--- config.mk ---
export PLATFORM = sky130hd
export DESIGN_NAME = uart_rx_param_flat
export DESIGN_NICKNAME = d
export VERILOG_FILES = /design/src/rtl/uart_rx_param_pkg.sv /design/src/rtl/uart_rx_param_if.sv /design/src/rtl/uart_rx_sync.sv /design/src/rtl/uart_rx_param.sv /design/src/flat_wrapper.sv
export SDC_FILE = /design/constraint.sdc
export NUM_CORES = 1
export LEC_CHECK = 0
export BUFFER_PORTS_ARGS = -buffer_cell sky130_fd_sc_hd__clkbuf_2
export CAP_MARGIN = 30
export CORE_ASPECT_RATIO = 2
export CORE_UTILIZATION = 35
export DETAILED_ROUTE_END_ITERATION = 10
export HOLD_SLACK_MARGIN = 0.02
export REMOVE_ABC_BUFFERS = 1
export SKIP_CTS_REPAIR_TIMING = 1
export SYNTH_ARGS = -nofsm -noshare
export SYNTH_HDL_FRONTEND = slang
export SYNTH_SLANG_ARGS = --single-unit
--- constraint.sdc ---
create_clock -name clk -period 3 [get_ports clk]
set_input_delay 0.15 -clock clk [delete_from_list [all_inputs] [get_ports clk]]
set_output_delay 0.15 -clock clk [all_outputs]
set_load 0.02 [all_outputs]
--- src/rtl/uart_rx_param_pkg.sv ---
`default_nettype none
// ============================================================================
// Module      : uart_pkg
// Description : Shared types and legal parameter bounds for the parametrised
//               UART receiver.
// Revision    : 1.0 - initial release
// ============================================================================
package uart_pkg;

    // Parity mode selector (matches the integer PARITY parameter encoding)
    typedef enum logic [1:0] {
        PAR_NONE = 2'd0,
        PAR_EVEN = 2'd1,
        PAR_ODD  = 2'd2
    } uart_parity_e;

    // Receiver FSM states
    typedef enum logic [2:0] {
        S_IDLE       = 3'd0,
        S_START      = 3'd1,
        S_DATA       = 3'd2,
        S_PARITY     = 3'd3,
        S_STOP       = 3'd4,
        S_BREAK_WAIT = 3'd5
    } uart_rx_state_e;

    // Legal parameter bounds
    localparam int c_data_bits_min = 5;
    localparam int c_data_bits_max = 9;
    localparam int c_os_rate_min   = 8;
    localparam int c_os_rate_max   = 32;
    localparam int c_stop_bits_min = 1;
    localparam int c_stop_bits_max = 2;

endpackage
`default_nettype wire

--- src/rtl/uart_rx_param_if.sv ---
`default_nettype none
// ============================================================================
// Module      : uart_rx_param_if
// Description : Output word handshake and status of the UART receiver.
//               master = receiver side, slave = downstream consumer side.
// Revision    : 1.0 - initial release
// ============================================================================
interface uart_rx_param_if #(
    parameter int DATA_BITS = 8
);
    logic [DATA_BITS-1:0] rx_data;
    logic                 rx_valid;
    logic                 rx_ready;
    logic                 parity_err;
    logic                 frame_err;
    logic                 overrun;
    logic                 busy;

    modport master (
        output rx_data, rx_valid, parity_err, frame_err, overrun, busy,
        input  rx_ready
    );

    modport slave (
        input  rx_data, rx_valid, parity_err, frame_err, overrun, busy,
        output rx_ready
    );
endinterface
`default_nettype wire

--- src/rtl/uart_rx_sync.sv ---
`default_nettype none
// ============================================================================
// Module      : uart_rx_sync
// Description : Two-flop synchroniser for the asynchronous rx line. Resets to
//               the idle (high) line level so reset never looks like a start.
// Revision    : 1.0 - initial release
// ============================================================================
module uart_rx_sync (
    input  wire  clk,
    input  wire  rst,
    input  wire  i_rx,
    output logic o_rxs
);
    logic r_meta;
    logic r_sync;

    // Double-register the raw line; both stages idle high in reset
    always_ff @(posedge clk or posedge rst) begin
        if (rst) begin
            r_meta <= 1'b1;
            r_sync <= 1'b1;
        end else begin
            r_meta <= i_rx;
            r_sync <= r_meta;
        end
    end

    assign o_rxs = r_sync;
endmodule
`default_nettype wire

--- src/rtl/uart_rx_param.sv ---
`default_nettype none
// ============================================================================
// Module      : uart_rx_param
// Description : Parametrised oversampling UART receiver. Mid-bit sampling,
//               LSB-first data, optional parity, 1 or 2 checked stop bits,
//               valid/ready output register with overrun reporting and
//               line-break lockout.
// Revision    : 1.0 - initial release
// ============================================================================
module uart_rx_param
    import uart_pkg::*;
#(
    parameter int DATA_BITS = 8,
    parameter int OS_RATE   = 16,
    parameter int PARITY    = 0,
    parameter int STOP_BITS = 1
) (
    input  wire             clk,
    input  wire             rst,
    input  wire             os_tick,
    input  wire             rx,
    uart_rx_param_if.master rx_if
);

    // ------------------------------------------------------------------
    // Elaboration-time parameter legality
    // ------------------------------------------------------------------
    if (DATA_BITS < c_data_bits_min || DATA_BITS > c_data_bits_max) begin : g_bad_data_bits
        $error("uart_rx_param: DATA_BITS out of range");
    end
    if (OS_RATE < c_os_rate_min || OS_RATE > c_os_rate_max || (OS_RATE % 2) != 0) begin : g_bad_os_rate
        $error("uart_rx_param: OS_RATE must be even and in range");
    end
    if (PARITY < int'(PAR_NONE) || PARITY > int'(PAR_ODD)) begin : g_bad_parity
        $error("uart_rx_param: PARITY must be 0, 1 or 2");
    end
    if (STOP_BITS < c_stop_bits_min || STOP_BITS > c_stop_bits_max) begin : g_bad_stop_bits
        $error("uart_rx_param: STOP_BITS must be 1 or 2");
    end

    localparam int                 c_tick_w    = $clog2(OS_RATE);
    localparam int                 c_bit_w     = $clog2(DATA_BITS);
    localparam logic [c_tick_w-1:0] c_tick_half = c_tick_w'(OS_RATE / 2 - 1);
    localparam logic [c_tick_w-1:0] c_tick_full = c_tick_w'(OS_RATE - 1);
    localparam logic [c_tick_w-1:0] c_tick_one  = c_tick_w'(1);
    localparam logic [c_bit_w-1:0]  c_data_last = c_bit_w'(DATA_BITS - 1);
    localparam logic [c_bit_w-1:0]  c_stop_last = c_bit_w'(STOP_BITS - 1);
    localparam logic [c_bit_w-1:0]  c_bit_one   = c_bit_w'(1);
    localparam bit                 c_par_en    = (PARITY != int'(PAR_NONE));
    localparam bit                 c_par_odd   = (PARITY == int'(PAR_ODD));

    uart_rx_state_e        r_state;
    uart_rx_state_e        w_next_state;
    logic [c_tick_w-1:0]   r_tick_cnt;
    logic [c_tick_w-1:0]   w_tick_tgt;
    logic [c_bit_w-1:0]    r_bit_cnt;
    logic [DATA_BITS-1:0]  r_shift;
    logic                  r_par_acc;
    logic                  r_frm_acc;
    logic [DATA_BITS-1:0]  r_data;
    logic                  r_valid;
    logic                  r_par_err;
    logic                  r_frm_err;
    logic                  r_overrun;
    logic                  w_rxs;
    logic                  w_tick_hit;
    logic                  w_frm_now;
    logic                  w_start_ok;
    logic                  w_data_smp;
    logic                  w_par_smp;
    logic                  w_stop_smp;
    logic                  w_complete;

    uart_rx_sync u_sync (
        .clk   (clk),
        .rst   (rst),
        .i_rx  (rx),
        .o_rxs (w_rxs)
    );

    // The start bit is verified half a bit in; every later sample is a full bit on
    assign w_tick_tgt = (r_state == S_START) ? c_tick_half : c_tick_full;
    assign w_tick_hit = os_tick && (r_tick_cnt == w_tick_tgt);
    // Frame error including the stop sample being taken this cycle
    assign w_frm_now  = r_frm_acc | ~w_rxs;

    // State register
    always_ff @(posedge clk or posedge rst) begin
        if (rst) begin
            r_state <= S_IDLE;
        end else begin
            r_state <= w_next_state;
        end
    end

    // Next-state decode and per-cycle sampling strobes
    always_comb begin
        w_next_state = r_state;
        w_start_ok   = 1'b0;
        w_data_smp   = 1'b0;
        w_par_smp    = 1'b0;
        w_stop_smp   = 1'b0;
        w_complete   = 1'b0;
        case (r_state)
            S_IDLE: begin
                if (os_tick && !w_rxs) begin
                    w_next_state = S_START;
                end
            end
            S_START: begin
                if (w_tick_hit) begin
                    w_start_ok   = !w_rxs;
                    w_next_state = w_rxs ? S_IDLE : S_DATA;
                end
            end
            S_DATA: begin
                if (w_tick_hit) begin
                    w_data_smp = 1'b1;
                    if (r_bit_cnt == c_data_last) begin
                        w_next_state = c_par_en ? S_PARITY : S_STOP;
                    end
                end
            end
            S_PARITY: begin
                if (w_tick_hit) begin
                    w_par_smp    = 1'b1;
                    w_next_state = S_STOP;
                end
            end
            S_STOP: begin
                if (w_tick_hit) begin
                    w_stop_smp = 1'b1;
                    if (r_bit_cnt == c_stop_last) begin
                        w_complete = 1'b1;
                        // An all-zero frame with a bad stop is a line break:
                        // hold off until the line returns high
                        w_next_state = (w_frm_now && (r_shift == '0)) ? S_BREAK_WAIT : S_IDLE;
                    end
                end
            end
            S_BREAK_WAIT: begin
                if (os_tick && w_rxs) begin
                    w_next_state = S_IDLE;
                end
            end
            default: begin
                w_next_state = S_IDLE;
            end
        endcase
    end

    // Oversampling tick counter: restarts at each sample point and while idle
    always_ff @(posedge clk or posedge rst) begin
        if (rst) begin
            r_tick_cnt <= '0;
        end else if (os_tick) begin
            if (r_state == S_IDLE || r_state == S_BREAK_WAIT || w_tick_hit) begin
                r_tick_cnt <= '0;
            end else begin
                r_tick_cnt <= r_tick_cnt + c_tick_one;
            end
        end
    end

    // Bit counter (data bits, then reused for stop bits), shift register and
    // per-frame error accumulators
    always_ff @(posedge clk or posedge rst) begin
        if (rst) begin
            r_bit_cnt <= '0;
            r_shift   <= '0;
            r_par_acc <= 1'b0;
            r_frm_acc <= 1'b0;
        end else begin
            if (w_start_ok) begin
                r_bit_cnt <= '0;
                r_par_acc <= 1'b0;
                r_frm_acc <= 1'b0;
            end
            if (w_data_smp) begin
                r_shift   <= {w_rxs, r_shift[DATA_BITS-1:1]};
                r_bit_cnt <= (r_bit_cnt == c_data_last) ? '0 : (r_bit_cnt + c_bit_one);
            end
            if (w_par_smp) begin
                r_par_acc <= (^r_shift) ^ w_rxs ^ c_par_odd;
            end
            if (w_stop_smp) begin
                r_bit_cnt <= r_bit_cnt + c_bit_one;
                if (!w_rxs) begin
                    r_frm_acc <= 1'b1;
                end
            end
        end
    end

    // Output register: load on completion if empty or draining, else drop and flag overrun
    always_ff @(posedge clk or posedge rst) begin
        if (rst) begin
            r_data    <= '0;
            r_valid   <= 1'b0;
            r_par_err <= 1'b0;
            r_frm_err <= 1'b0;
            r_overrun <= 1'b0;
        end else begin
            r_overrun <= 1'b0;
            if (w_complete && (!r_valid || rx_if.rx_ready)) begin
                r_data    <= r_shift;
                r_par_err <= r_par_acc;
                r_frm_err <= w_frm_now;
                r_valid   <= 1'b1;
            end else begin
                if (w_complete) begin
                    r_overrun <= 1'b1;
                end
                if (r_valid && rx_if.rx_ready) begin
                    r_valid <= 1'b0;
                end
            end
        end
    end

    assign rx_if.rx_data    = r_data;
    assign rx_if.rx_valid   = r_valid;
    assign rx_if.parity_err = r_par_err;
    assign rx_if.frame_err  = r_frm_err;
    assign rx_if.overrun    = r_overrun;
    assign rx_if.busy       = (r_state != S_IDLE);

endmodule
`default_nettype wire
--- src/flat_wrapper.sv ---
// flat-port wrapper written by rule: the top's interface ports become plain ports
module uart_rx_param_flat import uart_pkg::*;
#(
    parameter int DATA_BITS = 8,
    parameter int OS_RATE   = 16,
    parameter int PARITY    = 0,
    parameter int STOP_BITS = 1
)
  (clk, rst, os_tick, rx, rx_if_rx_data, rx_if_rx_valid, rx_if_parity_err, rx_if_frame_err, rx_if_overrun, rx_if_busy, rx_if_rx_ready);
  uart_rx_param_if #(.DATA_BITS(DATA_BITS)) rx_if_i ();
  input  wire clk;
  input  wire rst;
  input  wire os_tick;
  input  wire rx;
  output wire logic [$bits(rx_if_i.rx_data)-1:0] rx_if_rx_data;
  output wire logic [$bits(rx_if_i.rx_valid)-1:0] rx_if_rx_valid;
  output wire logic [$bits(rx_if_i.parity_err)-1:0] rx_if_parity_err;
  output wire logic [$bits(rx_if_i.frame_err)-1:0] rx_if_frame_err;
  output wire logic [$bits(rx_if_i.overrun)-1:0] rx_if_overrun;
  output wire logic [$bits(rx_if_i.busy)-1:0] rx_if_busy;
  input wire logic [$bits(rx_if_i.rx_ready)-1:0] rx_if_rx_ready;
  assign rx_if_rx_data = rx_if_i.rx_data;
  assign rx_if_rx_valid = rx_if_i.rx_valid;
  assign rx_if_parity_err = rx_if_i.parity_err;
  assign rx_if_frame_err = rx_if_i.frame_err;
  assign rx_if_overrun = rx_if_i.overrun;
  assign rx_if_busy = rx_if_i.busy;
  assign rx_if_i.rx_ready = rx_if_rx_ready;
  uart_rx_param #(.DATA_BITS(DATA_BITS), .OS_RATE(OS_RATE), .PARITY(PARITY), .STOP_BITS(STOP_BITS)) u_core (.clk(clk), .rst(rst), .os_tick(os_tick), .rx(rx), .rx_if(rx_if_i));
endmodule
* After elaboration in Yosys (flattened, before gate mapping)
Index checks and enable logic that the tools add are counted.
** Storage, ports and cells
- Bits in registers :: 34
- Input port bits :: 5
- Output and inout bits :: 13
** Operators by class
- Add/subtract/negate cells :: 2
- Eq/ne operators :: 15
- Mux-type cells :: 35
- Bitwise logic cells :: 3
- Reduce and logical (&&, ||, !) cells :: 20
** Operators with widths (count)
- 3-bit 2-to-1 mux :: 13
- 1-bit 2-to-1 mux :: 18
- 3-bit one-hot mux with 6 select lines :: 1
- 2-bit by 1-bit != test with 1-bit output (second input constant) :: 8
- 3-bit == test (second input constant) :: 3
- 8-bit zero test :: 1
- 4-bit 2-to-1 mux :: 2
- 8-bit AND reduction :: 1
- 8-bit parity :: 1
- 3-bit by 2-bit == test with 1-bit output (second input constant) :: 2
- 1-bit logical AND :: 6
- 3-bit zero test :: 2
- 3-bit nonzero test :: 2
- 4-bit by 1-bit adder with 4-bit output (second input constant) :: 1
- 4-bit == test :: 1
- 2-bit nonzero test :: 2
- 3-bit by 1-bit adder with 3-bit output (second input constant) :: 1
- 3-bit by 1-bit == test with 1-bit output (second input constant) :: 1
- 1-bit logical OR :: 3
- 1-bit zero test :: 2
- 2-bit 2-to-1 mux :: 1
- 1-bit NOT :: 1
- 1-bit bitwise OR :: 1
- 1-bit bitwise XOR :: 1

* Longest topological paths before layout
Gate-level depths: netlist of run 1.
- Word-level depth :: 9
- Depth in mapped cells :: 7

* Cells and area by module
Synthesis of run 1 repeated with hierarchy kept, for this count alone.
** Unflattened totals
- Cell total of the unflattened synthesis :: 178
- Area total of the unflattened synthesis :: 1805.5 um^2
** Modules (own cells, without submodules)
- uart_rx_param :: times used 1, cells each 175, area an instance 1749.2 um^2
- uart_rx_sync :: times used 1, cells each 3, area an instance 56.3 um^2

* Worst setup path before layout of run 1
No wires, ideal clock.
- Kind :: register to register
- Start :: reg u_core.r_tick_cnt[0]
- End :: reg u_core.r_par_err, in the netlist u_core.rx_if.parity_err
- Setup time :: 125 ps
- Arrival time :: 1550 ps
- Required time :: 2875 ps
- Path slack :: 1325 ps
- Cell stages (with the launch flop) :: 6
- Buffers on the path :: 0
- Clock period less this slack :: 1675 ps
- Cell sequence :: dfrtp_1 ha_1 nand4_4 nor3b_4 nand4_4 mux2_4
** On the way
- Longest elaborated chain between the ends :: 5
** RTL lines
- start: declaration :: line uart_rx_param.sv:54 : logic [c_tick_w-1:0] r_tick_cnt;
- start signal: assignment :: line uart_rx_param.sv:160 : r_tick_cnt <= r_tick_cnt + c_tick_one;
- 4-bit == test :: line uart_rx_param.sv:83 : assign w_tick_hit = os_tick && (r_tick_cnt == w_tick_tgt);
- 1-bit logical AND :: line uart_rx_param.sv:83
- 1-bit 2-to-1 mux :: line uart_rx_param.sv:131 : if (w_tick_hit) begin
- 1-bit 2-to-1 mux :: line uart_rx_param.sv:104 : case (r_state)
- 1-bit logical AND :: line uart_rx_param.sv:205 : if (w_complete && (!r_valid || rx_if.rx_ready)) begin
- end signal: assignment :: line uart_rx_param.sv:207 : r_par_err <= r_par_acc;
- end: declaration :: line uart_rx_param.sv:62 : logic r_par_err;
No other way between the ends.
A chain may end at the register's enable or synchronous reset.

* Final worst setup path of run 1
Ends and elaborated chain as after synthesis.

==> out/metrics.csv, run 1 <==
metric,value,unit
required,3.17,ns
drive_above_1_share,0.204,
route.vias.total,1287,
fmax,495,MHz
worstSetupPathType,register to register,
post_drt_wl_per_cell,13.7,um
postSynth.asyncResetShare,1.00,
synth-seq-cells,34,
relSlewSlack,0.408,
antenna_left,0,
nFillCells,500,
yosysSeqAreaShare,0.483,
cts_tree,yes,
status,"finished, final reports clean",
postSynthAreaPerCell,9.97,um2
synth_edf_count,0,
slowest_delay,0.41,ns
cp.depth,5,
num_antenna_cells,0,
nNetsFinal,208,
fin_skew,0.00297,ns
yosys_warnings,0,
first_global_vias,1271,
hold-path-cell-count,3,
worst_pin_slew,0.883,ns
rsz0062_at_grt,no,
area_growth,11.8,%
crit_top_cell,nand4_4,
path_max_fanout,19,
start_kind,register,
crit_path_end_kind,register,
die_h,102,um
synth.top_cell.area_share,0.454,
fin_setup_tns,0,ns
crit_family,simple AND/OR/NAND/NOR gates,
timing.final.ws_setup,0.981,ns
hold_viol,0,
p_per_area,607,nW/um2
cts_root_buf,clkbuf_8,
synth_area,1770,um2
core_area,4860,um2
yosys.area.top_type,dfrtp_1,
cts_sinks,34,
dieWidth,52.2,um
hold_class,primary input to register,
numCtsBuffers,5,
h-tree-depth,2,
grt_start_max_net_pins,35,
wirelength,3.46,mm
clock_latency,0.28,ns
antenna_found_initial,0,
setup-violations-final,0,
whs,0.228,ns
viasPerCell,5.09,
reg2regPathDepth,5,
ioPinCount,18,
synthTopCellsByArea,"dfrtp_1 (45%), ha_1 (5.7%), nand2_1 (5.5%), o21ai_2 (4.5%), o21ai_1 (4.0%)",
finalMaxSlewViolations,0,
fin_crit,2.02,ns
vdd_drop_max,268,uV
syn_inst,177,
yosysMostFrequentCell,dfrtp_1,
leakagePower,0.000961,uW
grt_first_pass_wirelength,5.70,mm
yosys-top-cells-count,"dfrtp_1 (32), nand2_1 (26), inv_1 (14), o21ai_1 (14), nor2_1 (11)",
period_share,0.673,
critPathArrivalTime,2.19,ns
pre_cts_ws,0.967,ns
maxCapViolCount,0,
drtIter0Drc,21,
crit_chain,ha_1 -> nand4_4 -> nor3b_4 -> nand4_4 -> mux2_4,
crit_path_top_delay_cell,mux2_4,
clockBufferDepth,2,
rows,36,
path_clk_slew,0.06,ns
portBuffers,17,
start_util,0.363,
gp_congestion,0.756,
grtUsageTotal,0.144,
overflow,0,
ys_types,44,
drt_pass1_iterations,5,
die_area,5350,um2
finish.utilization,0.406,
hpwlAfterDp,2.55,mm
drc,0,
crit_buf_inv,0,
synthFlopType,dfrtp_1,
==> final timing paths <==
check	from	to	slack, ns
worst max-delay path	u_core.r_tick_cnt[0]	u_core.rx_if.parity_err	0.98
worst min-delay path	rx_if_rx_ready	u_core.rx_if.rx_valid	0.23
worst max register to register	u_core.r_tick_cnt[0]	u_core.rx_if.parity_err	0.98
worst min register to register	u_core.u_sync.r_meta	u_core.u_sync.o_rxs	0.36
max in group asynchronous	rst	u_core.u_sync.o_rxs	2.18
min in group asynchronous	rst	u_core.rx_if.rx_data[1]	0.49
==> where the power goes <==
part | switching (uW) | internal [uW]
combinational | 155 | 124
sequential | 93.4 | 505
clock | 156 | 165
==> placed cells by master, fill, tap and decap left out, types with 2 or more instances in the layout <==
| master | n |
|---|---|
| clkbuf_2 | 17 |
| nand3b_1 | 2 |
| inv_1 | 14 |
| nand2_1 | 26 |
| nor2_1 | 11 |
| nand3_1 | 3 |
| nand2b_1 | 3 |
| xnor2_1 | 4 |
| dfstp_2 | 2 |
| and3_1 | 3 |
| ha_1 | 8 |
| a32o_1 | 2 |
| clkbuf_8 | 5 |
| dfrtp_1 | 32 |
| clkbuf_1 | 3 |
| xor2_1 | 2 |
| dlygate4sd3_1 | 2 |
| o21ai_2 | 9 |
| a21oi_1 | 6 |
| o21ai_1 | 14 |
| nand4_4 | 2 |
| o21ai_0 | 3 |
==> state kept, by name, indices dropped and copies added (netlist names) <==
register and flops:
u_core.r_bit_cnt 3, u_core.r_frm_acc 1, u_core.r_par_acc 1, u_core.r_shift 8
u_core.r_state 3, u_core.r_tick_cnt 4, u_core.rx_if.frame_err 1, u_core.rx_if.overrun 1
u_core.rx_if.parity_err 1, u_core.rx_if.rx_data 8, u_core.rx_if.rx_valid 1, u_core.u_sync.o_rxs 1
u_core.u_sync.r_meta 1
==> final cells by class <==
type                            instances  area, um2  share of cell area
Sequential cell                        34        853               0.432
Tap cell                               57       71.3              0.0361
Timing Repair Buffer                   20        113              0.0570
Clock buffer                            8       80.1              0.0406
Inverter                               14       52.6              0.0266
Multi-Input combinational cell        120        805               0.407
==> per-stage QoR <==
stage	area, um2	total power [uW]	cells
5_1_grt	1970	1270	253
3_3_place_gp	1870	872	243
6_report	1970	1200	253
3_5_place_dp	1870	883	243
4_1_cts	1950	1210	251
2_1_floorplan	1710	803	168
==> cells by family (layout without fill, tap and decap cells) <==
group,count (synthesis),after routing,synth area share
buf+inv,23,42,0.0609
flops,34,34,0.483
compound gates,43,43,0.162
fa+ha+maj,8,8,0.0567
simple gates,61,61,0.193
mux,2,2,0.0149
xor+xnor,6,6,0.0298
==> tightest hold or removal path: cells and delay by family <==
kind	cells	cell delay, ns
AND/OR/NAND/NOR	2	0.25
buffers and inverters	1	0.07
==> routing by layer <==
layer | vias to the layer above | routed length [um] | global-route usage
met3 | 6 | 61 | 0.0223
met1 | 630 | 1350 | 0.140
met2 | 15 | 1990 | 0.277
li1 | 636 | - | -
met5 | - | 0 | 0
met4 | 0 | 66 | 0.0729
No activity file was read; power rests on OpenSTA's default activity.
==> run 2, diff against run 1 <==
Settings changed: ABC_AREA set to 1.
Clock period 3 ns to 1.9 ns, I/O delays scaled along.
==> run 2 against run 1 <==
  * Sequential share of layout area is 1.4 points lower
  * Maximum frequency is 18% higher
  * Critical endpoint is now u_core.rx_if.rx_data[1]
  * Highest routed layer unchanged
  * Utilization is 1.7 points higher
  * Cell count is 10% higher
==> out/metrics.csv, run 2 <==
metric,value,unit
status,"finished, final reports clean",
drtIter0Drc,16,
drt_pass1_iterations,4,
yosysMostFrequentCell,nand2_1,
nNetsFinal,234,
h-tree-depth,2,
hp-start,os_tick,
die_area,5310,um2
postSynthAreaPerCell,8.94,um2
grt_start_max_net_pins,35,
finalPower,2010,uW
required,2.06,ns
finalMaxSlewViolations,0,
hold-path-cell-count,3,
maxCapViolCount,0,
syn_inst,196,
fin_area,2040,um2
clockBufferDepth,2,
clock_latency,0.28,ns
synthTopCellsByArea,"dfrtp_1 (46%), nand2_1 (11%), ha_1 (5.7%), inv_1 (5.6%), o21ai_2 (5.0%)",
use_met1,0.154,
rows,36,
gp_congestion,0.876,
post_drt_wl_per_cell,12.5,um
critPathArrivalTime,1.87,ns
ioPinCount,18,
viasPerCell,4.78,
num_antenna_cells,0,
numCtsBuffers,5,
core_area,4820,um2
worst_pin_slew,0.428,ns
ys_types,27,
r2r_slack,0.19,ns
placed_area,1910,um2
synth_compound_gate_area_share,0.0971,
busiest_layer,met2,
synthMuxAreaShare,0,
start_util,0.364,
yosys.area_share.xor_xnor,0.0250,
crit_path_end_kind,register,
setup-violations-final,0,
antenna_left,0,
postSynth.asyncResetShare,1.00,
yosys_warnings,0,
overflow,0,
yosys.area_share.simple,0.256,
synth_area,1750,um2
start_kind,register,
vdd_drop_max,734,uV
reg2regPathDepth,8,
portBuffers,17,
synthFlopType,dfrtp_1,
grt_first_pass_wirelength,5.97,mm
synth_top_family_by_area,simple AND/OR/NAND/NOR gates,
yosysSeqAreaShare,0.487,
grt_use_met3,0.0283,
synth_edf_count,0,
mostFrequentLayoutCells,"nand2_1 (52), dfrtp_1 (32), inv_1 (26)",
cts_tree,yes,
r2r_start,u_core.r_tick_cnt[0],
yosys-top-cells-count,"nand2_1 (52), dfrtp_1 (32), inv_1 (26), nand3_1 (15), o21ai_0 (12)",
fin_setup_tns,0,ns
antenna_found_initial,0,
worstSetupPathType,register to register,
route.vias.total,1335,
hold_class,primary input to register,
path_max_fanout,20,
r2r-end,u_core.rx_if.rx_data[1],
whs_endpoint,u_core.r_tick_cnt[1],
hpwlAfterDp,2.68,mm
wirelength,3.50,mm
drc,0,
fmax,586,MHz
dieWidth,52.0,um
period_share,0.899,
grtUsageMet2,0.280,
leakagePower,0.00110,uW
layout_commonest_cell,nand2_1,
area_growth,16.3,%
relSlewSlack,0.714,
p_per_area,987,nW/um2
yosys.area.top_type,dfrtp_1,
drive_above_1_share,0.225,
first_global_vias,1362,
synth.top_cell.area_share,0.457,
synth_fa_ha_area_frac,0.0571,
fin_crit,1.71,ns
synth-seq-cells,34,
die_h,102,um
rsz0062_at_grt,no,
cts_sinks,34,
cts_root_buf,clkbuf_8,
grtUsageTotal,0.157,
hold_viol,0,
fin_skew,0.00626,ns
crit_start,u_core.r_tick_cnt[0],
path_clk_slew,0.07,ns
==> run 2: worst max-delay path by stage <==
stage / endpoint / slack (ns) / cells past startpoint
CTS: u_core.rx_if.parity_err / 0.18 / 8
global placement: u_core.rx_if.rx_data[0] / 0.22 / 8
finish: u_core.rx_if.rx_data[1] / 0.19 / 8
floorplan: u_core.r_bit_cnt[0] / 0.05 / 8
detailed placement: u_core.rx_if.parity_err / 0.19 / 8
global route: u_core.rx_if.rx_data[5] / 0.06 / 8
==> run 2: cell families (layout without fill, tap and decap cells) <==
kind of cell,Yosys count,count (layout)
xor gates and xnor gates,5,5
and+or+nand+nor,93,93
AOI/OAI and AO/OA,25,25
DFF,34,34
buffers and inverters,31,57
adders and majority gates,8,8
==> run 2: area by class of cell <==
cell class / instances / area, um2
Tap cell: 57 / 71.3
Multi-Input combinational cell: 131 / 763
Clock buffer: 8 / 110
Timing Repair Buffer: 22 / 140
Fill cell: 491 / 2780
Sequential cell: 34 / 853
Inverter: 27 / 101
==> run 2: where the power goes <==
group / switching [uW] / internal (uW)
Sequential: 70.3 / 801
Combinational: 344 / 177
Clock: 254 / 366
Total: 668 / 1340
==> run 2: metrics by stage <==
step	util	setup slack (ns)	hold slack [ns]	instances
global placement	0.396	0.219	0.183	269
floorplan	-	0.0452	0.0995	192
CTS	0.419	0.181	-0.116	277
detailed placement	0.396	0.194	0.189	269
finish	0.423	0.193	0.131	279
global route	0.423	0.0581	0.147	279
==> run 2: critical path: stages, from the launching register on <==
cell	delay [ns]
dfrtp_1	0.39
ha_1	0.18
nand2_1	0.09
nor2_4	0.14
nand3_4	0.14
nor2_8	0.16
nand3_4	0.26
nand2_1	0.16
o21ai_2	0.06
==> run 2: routing by layer <==
layer | vias to the layer above | routed length (um)
met5 | - | 0
met4 | 0 | 159
met3 | 9 | 68
met2 | 21 | 1980
met1 | 628 | 1290
li1 | 677 | -
